## src/rtl/operaciones_mac_pipe_pkg.sv

```systemverilog
// operaciones_mac_pipe_pkg: shared width/resolution defaults and mode encodings for the MAC pipeline.
package operaciones_mac_pipe_pkg;
   localparam int MAC_WIDTH = 16;
   localparam int MAC_FRAC = 8;
   localparam logic MAC_MODE_DIRECT = 1'b0;
   localparam logic MAC_MODE_ACC = 1'b1;
endpackage

```

## src/rtl/operaciones_mac_pipe_if.sv

```systemverilog
// operaciones_mac_pipe_if: operand and result streams with valid/ready handshakes.
interface operaciones_mac_pipe_if
   import operaciones_mac_pipe_pkg::*;
#(parameter int WIDTH = MAC_WIDTH);
   logic in_valid, in_ready, mode, acc_clr, out_valid, out_ready, ovf, unf;
   logic [WIDTH-1:0] op_a, op_b, op_c, result;
   modport master (
      output in_valid, op_a, op_b, op_c, mode, acc_clr, out_ready,
      input  in_ready, out_valid, result, ovf, unf
   );
   modport slave (
      input  in_valid, op_a, op_b, op_c, mode, acc_clr, out_ready,
      output in_ready, out_valid, result, ovf, unf
   );
endinterface

```

## src/rtl/operaciones_mac_pipe_mac_sat_trunc.sv

```systemverilog
// mac_sat_trunc: rounds/truncates a wide signed fixed-point sum to WIDTH bits with clamp flags.
module mac_sat_trunc
   import operaciones_mac_pipe_pkg::*;
#(
   parameter int WIDTH = MAC_WIDTH,
   parameter int FRAC = MAC_FRAC,
   parameter bit ROUND = 1'b0
) (
   input  logic signed [2*WIDTH+1:0] sum_i,
   output logic [WIDTH-1:0]          res_o,
   output logic                      ovf_o,
   output logic                      unf_o
);
   localparam int SW = 2*WIDTH+2;
   localparam logic [SW-1:0] HALF = ROUND ? {{(SW-1){1'b0}}, 1'b1} << (FRAC-1) : '0;
   localparam logic signed [SW-1:0] MAXV = {{(SW-WIDTH+1){1'b0}}, {(WIDTH-1){1'b1}}};
   localparam logic signed [SW-1:0] MINV = ~MAXV;
   logic signed [SW-1:0] r, q;
   always_comb begin
      r = sum_i + HALF;
      q = r >>> FRAC;
      ovf_o = q > MAXV;
      unf_o = q < MINV;
      res_o = ovf_o ? {1'b0, {(WIDTH-1){1'b1}}} : unf_o ? {1'b1, {(WIDTH-1){1'b0}}} : q[WIDTH-1:0];
   end
endmodule

```

## src/rtl/operaciones_mac_pipe.sv

```systemverilog
// operaciones_mac_pipe: two-stage saturating multiply-add / multiply-accumulate with global stall.
module operaciones_mac_pipe
   import operaciones_mac_pipe_pkg::*;
#(
   parameter int WIDTH = MAC_WIDTH,
   parameter int FRAC = MAC_FRAC,
   parameter bit ROUND = 1'b0
) (
   input logic clk,
   input logic reset,
   operaciones_mac_pipe_if.slave bus
);
   localparam int PW = 2*WIDTH;
   localparam int SW = 2*WIDTH+2;
   logic en, v1_q, mode_q, clr_q, vo_q, ovf_q, unf_q, sat_ovf, sat_unf;
   logic signed [PW-1:0] prod_q, prod_d;
   logic signed [SW-1:0] c_al_q, c_al_d, addend, sum;
   logic [WIDTH-1:0] acc_q, res_q, sat_res;
   // acc is read straight from its register, so a back-to-back accumulate sees the prior update
   always_comb begin
      en = !vo_q || bus.out_ready;
      prod_d = {{WIDTH{bus.op_a[WIDTH-1]}}, bus.op_a} * {{WIDTH{bus.op_b[WIDTH-1]}}, bus.op_b};
      c_al_d = {{(WIDTH+2){bus.op_c[WIDTH-1]}}, bus.op_c} << FRAC;
      addend = mode_q == MAC_MODE_ACC ? (clr_q ? '0 : {{(WIDTH+2){acc_q[WIDTH-1]}}, acc_q} << FRAC) : c_al_q;
      sum = {{2{prod_q[PW-1]}}, prod_q} + addend;
   end
   mac_sat_trunc #(.WIDTH(WIDTH), .FRAC(FRAC), .ROUND(ROUND)) u_sat (
      .sum_i(sum),
      .res_o(sat_res),
      .ovf_o(sat_ovf),
      .unf_o(sat_unf)
   );
   always_ff @(posedge clk) begin
      if (reset) begin
         v1_q <= 1'b0;
         vo_q <= 1'b0;
         res_q <= '0;
         ovf_q <= 1'b0;
         unf_q <= 1'b0;
         acc_q <= '0;
      end else if (en) begin
         v1_q <= bus.in_valid;
         prod_q <= prod_d;
         c_al_q <= c_al_d;
         mode_q <= bus.mode;
         clr_q <= bus.acc_clr;
         vo_q <= v1_q;
         if (v1_q) begin
            res_q <= sat_res;
            ovf_q <= sat_ovf;
            unf_q <= sat_unf;
         end
         if (v1_q && mode_q == MAC_MODE_ACC) acc_q <= sat_res;
      end
   end
   assign bus.in_ready = en;
   assign bus.out_valid = vo_q;
   assign bus.result = res_q;
   assign bus.ovf = ovf_q;
   assign bus.unf = unf_q;
endmodule

```

## src/flat_wrapper.sv

```systemverilog
// flat-port wrapper written by rule: the top's interface ports become plain ports
module operaciones_mac_pipe_flat import operaciones_mac_pipe_pkg::*;
#(
   parameter int WIDTH = MAC_WIDTH,
   parameter int FRAC = MAC_FRAC,
   parameter bit ROUND = 1'b0
)
  (clk, reset, bus_in_valid, bus_op_a, bus_op_b, bus_op_c, bus_mode, bus_acc_clr, bus_out_ready, bus_in_ready, bus_out_valid, bus_result, bus_ovf, bus_unf);
  operaciones_mac_pipe_if #(.WIDTH(WIDTH)) bus_i ();
  input logic clk;
  input logic reset;
  input wire logic [$bits(bus_i.in_valid)-1:0] bus_in_valid;
  input wire logic [$bits(bus_i.op_a)-1:0] bus_op_a;
  input wire logic [$bits(bus_i.op_b)-1:0] bus_op_b;
  input wire logic [$bits(bus_i.op_c)-1:0] bus_op_c;
  input wire logic [$bits(bus_i.mode)-1:0] bus_mode;
  input wire logic [$bits(bus_i.acc_clr)-1:0] bus_acc_clr;
  input wire logic [$bits(bus_i.out_ready)-1:0] bus_out_ready;
  output wire logic [$bits(bus_i.in_ready)-1:0] bus_in_ready;
  output wire logic [$bits(bus_i.out_valid)-1:0] bus_out_valid;
  output wire logic [$bits(bus_i.result)-1:0] bus_result;
  output wire logic [$bits(bus_i.ovf)-1:0] bus_ovf;
  output wire logic [$bits(bus_i.unf)-1:0] bus_unf;
  assign bus_i.in_valid = bus_in_valid;
  assign bus_i.op_a = bus_op_a;
  assign bus_i.op_b = bus_op_b;
  assign bus_i.op_c = bus_op_c;
  assign bus_i.mode = bus_mode;
  assign bus_i.acc_clr = bus_acc_clr;
  assign bus_i.out_ready = bus_out_ready;
  assign bus_in_ready = bus_i.in_ready;
  assign bus_out_valid = bus_i.out_valid;
  assign bus_result = bus_i.result;
  assign bus_ovf = bus_i.ovf;
  assign bus_unf = bus_i.unf;
  operaciones_mac_pipe #(.WIDTH(WIDTH), .FRAC(FRAC), .ROUND(ROUND)) u_core (.clk(clk), .reset(reset), .bus(bus_i));
endmodule
```

## config.mk

```make
export PLATFORM = sky130hd
export DESIGN_NAME = operaciones_mac_pipe_flat
export DESIGN_NICKNAME = d
export VERILOG_FILES = /design/src/rtl/operaciones_mac_pipe_pkg.sv /design/src/rtl/operaciones_mac_pipe_if.sv /design/src/rtl/operaciones_mac_pipe_mac_sat_trunc.sv /design/src/rtl/operaciones_mac_pipe.sv /design/src/flat_wrapper.sv
export SDC_FILE = /design/constraint.sdc
export NUM_CORES = 1
export LEC_CHECK = 0
export ABC_CLOCK_PERIOD_IN_PS = 14900
export CORE_MARGIN = 5
export CORE_UTILIZATION = 55
export CTS_CLUSTER_SIZE = 20
export DETAILED_ROUTE_END_ITERATION = 8
export MAX_ROUTING_LAYER = met4
export PLACE_DENSITY_LB_ADDON = 0.12
export SYNTH_ARGS = -nofsm -noshare
export SYNTH_HDL_FRONTEND = slang
export SYNTH_SLANG_ARGS = --single-unit
```

## constraint.sdc

```tcl
create_clock -name clk -period 14.9 [get_ports clk]
set_clock_uncertainty 0.1 [all_clocks]
set_input_delay 1.49 -clock clk [delete_from_list [all_inputs] [get_ports clk]]
set_output_delay 1.49 -clock clk [all_outputs]
set_load 0.1 [all_outputs]
```

==> impl_metrics.json <==
{
  "critPathKind": "in -> reg",
  "io_pins": 74,
  "drtAntennaViolNets": 0,
  "tns_ps": 0,
  "syn_area_per_cell_um2": 9.34,
  "vias_per_cell": 5.23,
  "cts_tree": "yes",
  "cp_max_fo": 16,
  "fin_crit_ps": 8450,
  "hold_path_depth": 1,
  "arrival_ps": 8420,
  "die_h_um": 168,
  "final_nets": 1924,
  "synthCells": 1468,
  "min_to": "u_core.bus.ovf$_SDFFE_PP0P_",
  "portBuffers": 73,
  "cts_resized": 0,
  "cts.reportedPaths.clkPinSlew_ps": 60,
  "outcome": "finished, final reports clean",
  "rsz0062_at_grt": "no",
  "yosysWarnings": 0,
  "synth_area_leaders": "fa_1, inv_1, ha_1",
  "synth_ff_type": "edfxtp_1",
  "dp_hpwl_um": 24500,
  "root_buffer": "clkbuf_16",
  "drt_iter0_drc": 505,
  "slew_headroom_pct": 21.3,
  "syn_to_final_growth_pct": 9.17,
  "grt_pass1_vias": 10246,
  "seq_area_frac_synth_pct": 14.5,
  "wl_per_cell_um": 16.0,
  "drive_above_1_share_pct": 2.25,
  "crit_path_end_kind": "flip-flop",
  "n_antenna_cell": 0,
  "rr_worst_depth": 15,
  "grt_max_degree": 43,
  "antenna_found_initial": 0,
  "num_vias": 9587,
  "hold_viol": 0,
  "post_cts_buffers": 0,
  "regToRegStartpoint": "u_core.clr_q$_DFFE_PP_",
  "tightest_slew_ps": 1180,
  "grt_pass1_wl_um": 50400,
  "start_util_pct": 56.1,
  "htreeDepth": 3,
  "netlist_area_mm2": 0.0137,
  "synth_edf_count": 42,
  "die_area_mm2": 0.0282,
  "hold_buffers": 0,
  "finalSetupViolations": 0,
  "numCtsBuffers": 9,
  "cap_violations": 0,
  "syn-num-nets": 1887,
  "clock_sinks": 78,
  "grt_overflow": 0,
  "reg2reg_to": "u_core.bus.result[14]$_SDFFE_PP0P_",
  "ys_seq_elements": 78,
  "period_share_pct": 56.7,
  "clkLatencyLatePin_ps": 340,
  "cts_max_path_buffers": 2,
  "track_usage_pct": 22.4,
  "synth_cell_types": 62,
  "fmax_mhz": 118,
  "min_from": "u_core.bus.ovf$_SDFFE_PP0P_",
  "drv_slew": 0,
  "critPathRequiredTime_ps": 14870,
  "core-area_mm2": 0.0245,
  "critical_path.startpoint_type": "primary input",
  "die_width_um": 168,
  "drt_wl_total_um": 29300,
  "hold_path.class": "reg -> reg",
  "yosys.area.top_type_share_pct": 38.3,
  "drc_errors": 0,
  "async_reset_ff_share_pct": 0,
  "drt_first_pass_iters": 5,
  "rrSetupSlack_ps": 10380,
  "place_congestion": 0.900,
  "synth_top_cell_by_area": "fa_1",
  "rows": 57,
  "crit_path_start": "bus_op_a[10]"
}
-- stage by stage --
stage	instance area, µm²	cells	setup WS, ps	hold WS [ps]	util, %
after detailed placement	14700	1818	6090	342	60.0
final	15000	1834	6450	353	61.2
after global placement	14700	1818	6180	333	60.0
after global routing	15000	1834	5940	398	61.2
after CTS	15000	1834	6450	357	61.2
after floorplan	13700	1468	7180	335	-
-- synth_stat cells, drive strengths merged, types with 11 or more instances --
master  instances
inv           347
fa            262
nand2         164
and2          120
ha            103
nor2           51
clkbuf         43
edfxtp         42
a21oi          40
o21ai          40
dfxtp          36
xnor2          35
nand3b         18
a221o          14
xor2           12
a21o           11
o211ai         11
-- worst max path at each step --
stage / endpoint / cells after the start / slack (ps)
4_1_cts: u_core.prod_q[31]$_DFFE_PP_ / 22 / 6450
3_3_place_gp: u_core.prod_q[31]$_DFFE_PP_ / 22 / 6180
2_1_floorplan: u_core.prod_q[23]$_DFFE_PP_ / 22 / 7180
5_1_grt: u_core.prod_q[31]$_DFFE_PP_ / 22 / 5940
6_report: u_core.prod_q[31]$_DFFE_PP_ / 22 / 6450
3_5_place_dp: u_core.prod_q[31]$_DFFE_PP_ / 22 / 6090
-- sequential cells by signal, summed over array words and instances (netlist names) --
name / count
u_core.acc_q: 16
u_core.c_al_q: 16
u_core.prod_q: 24
u_core.bus.out_valid: 1
u_core.clr_q: 1
u_core.bus.result: 16
u_core.v1_q: 1
u_core.mode_q: 1
u_core.bus.unf: 1
u_core.bus.ovf: 1
-- routing by layer --
metal	routed length, µm	global-route usage [%]	share of wire (%)
met1	14000	31.7	48
met2	13500	35.9	46
met5	0	-	0
met4	256	3.71	0.87
met3	1590	2.46	5.4
-- worst max-delay path, cell delays in order --
cell,delay (ps)
clkdlybuf4s50_1,890
nand2_1,170
fa_1,540
fa_1,540
inv_1,50
fa_1,520
inv_1,60
fa_1,530
inv_1,50
fa_1,490
fa_1,420
ha_1,350
a21o_1,180
a21oi_1,160
or4b_1,500
o21a_1,250
o2111ai_1,310
a21boi_1,150
o21a_1,230
o41ai_2,290
o21bai_1,120
xnor2_1,130
-- kinds of logic after synthesis --
group,synth area share [%]
buf+inv,11.0
xor+xnor,3.00
mux,0.228
simple gates,14.9
fa+ha+maj,47.7
compound gates,8.82
flops,14.5
-- area by class of cell --
| cell class | count | area [µm²] |
|---|---|---|
| multi-input combinational | 993 | 10200 |
| fill | 2096 | 9490 |
| sequential | 78 | 1980 |
| inverter | 347 | 1300 |
| timing repair buffer | 76 | 753 |
| tap | 324 | 405 |
| clock buffer | 12 | 268 |
| clock inverter | 4 | 26.3 |
-- layout by cell type (no fill, tap or decap), types with 6 or more instances in the layout --
master and count:
inv_1 347, fa_1 262, nand2_1 164, and2_1 120
ha_1 103, clkdlybuf4s50_1 73, nor2_1 50, edfxtp_1 42
o21ai_0 37, dfxtp_1 36, a21oi_1 35, xnor2_1 35
nand3b_1 18, a221o_1 14, xor2_1 12, a21o_1 11
o211ai_1 11, nand2b_1 10, nand4_1 10, nand3_1 10
o21a_1 10, clkbuf_16 10, nor3_1 7, a211oi_1 6
Power is left out: the tool's default activity adds up to more than one toggle a clock period on the data nets, which glitch-free logic cannot reach.
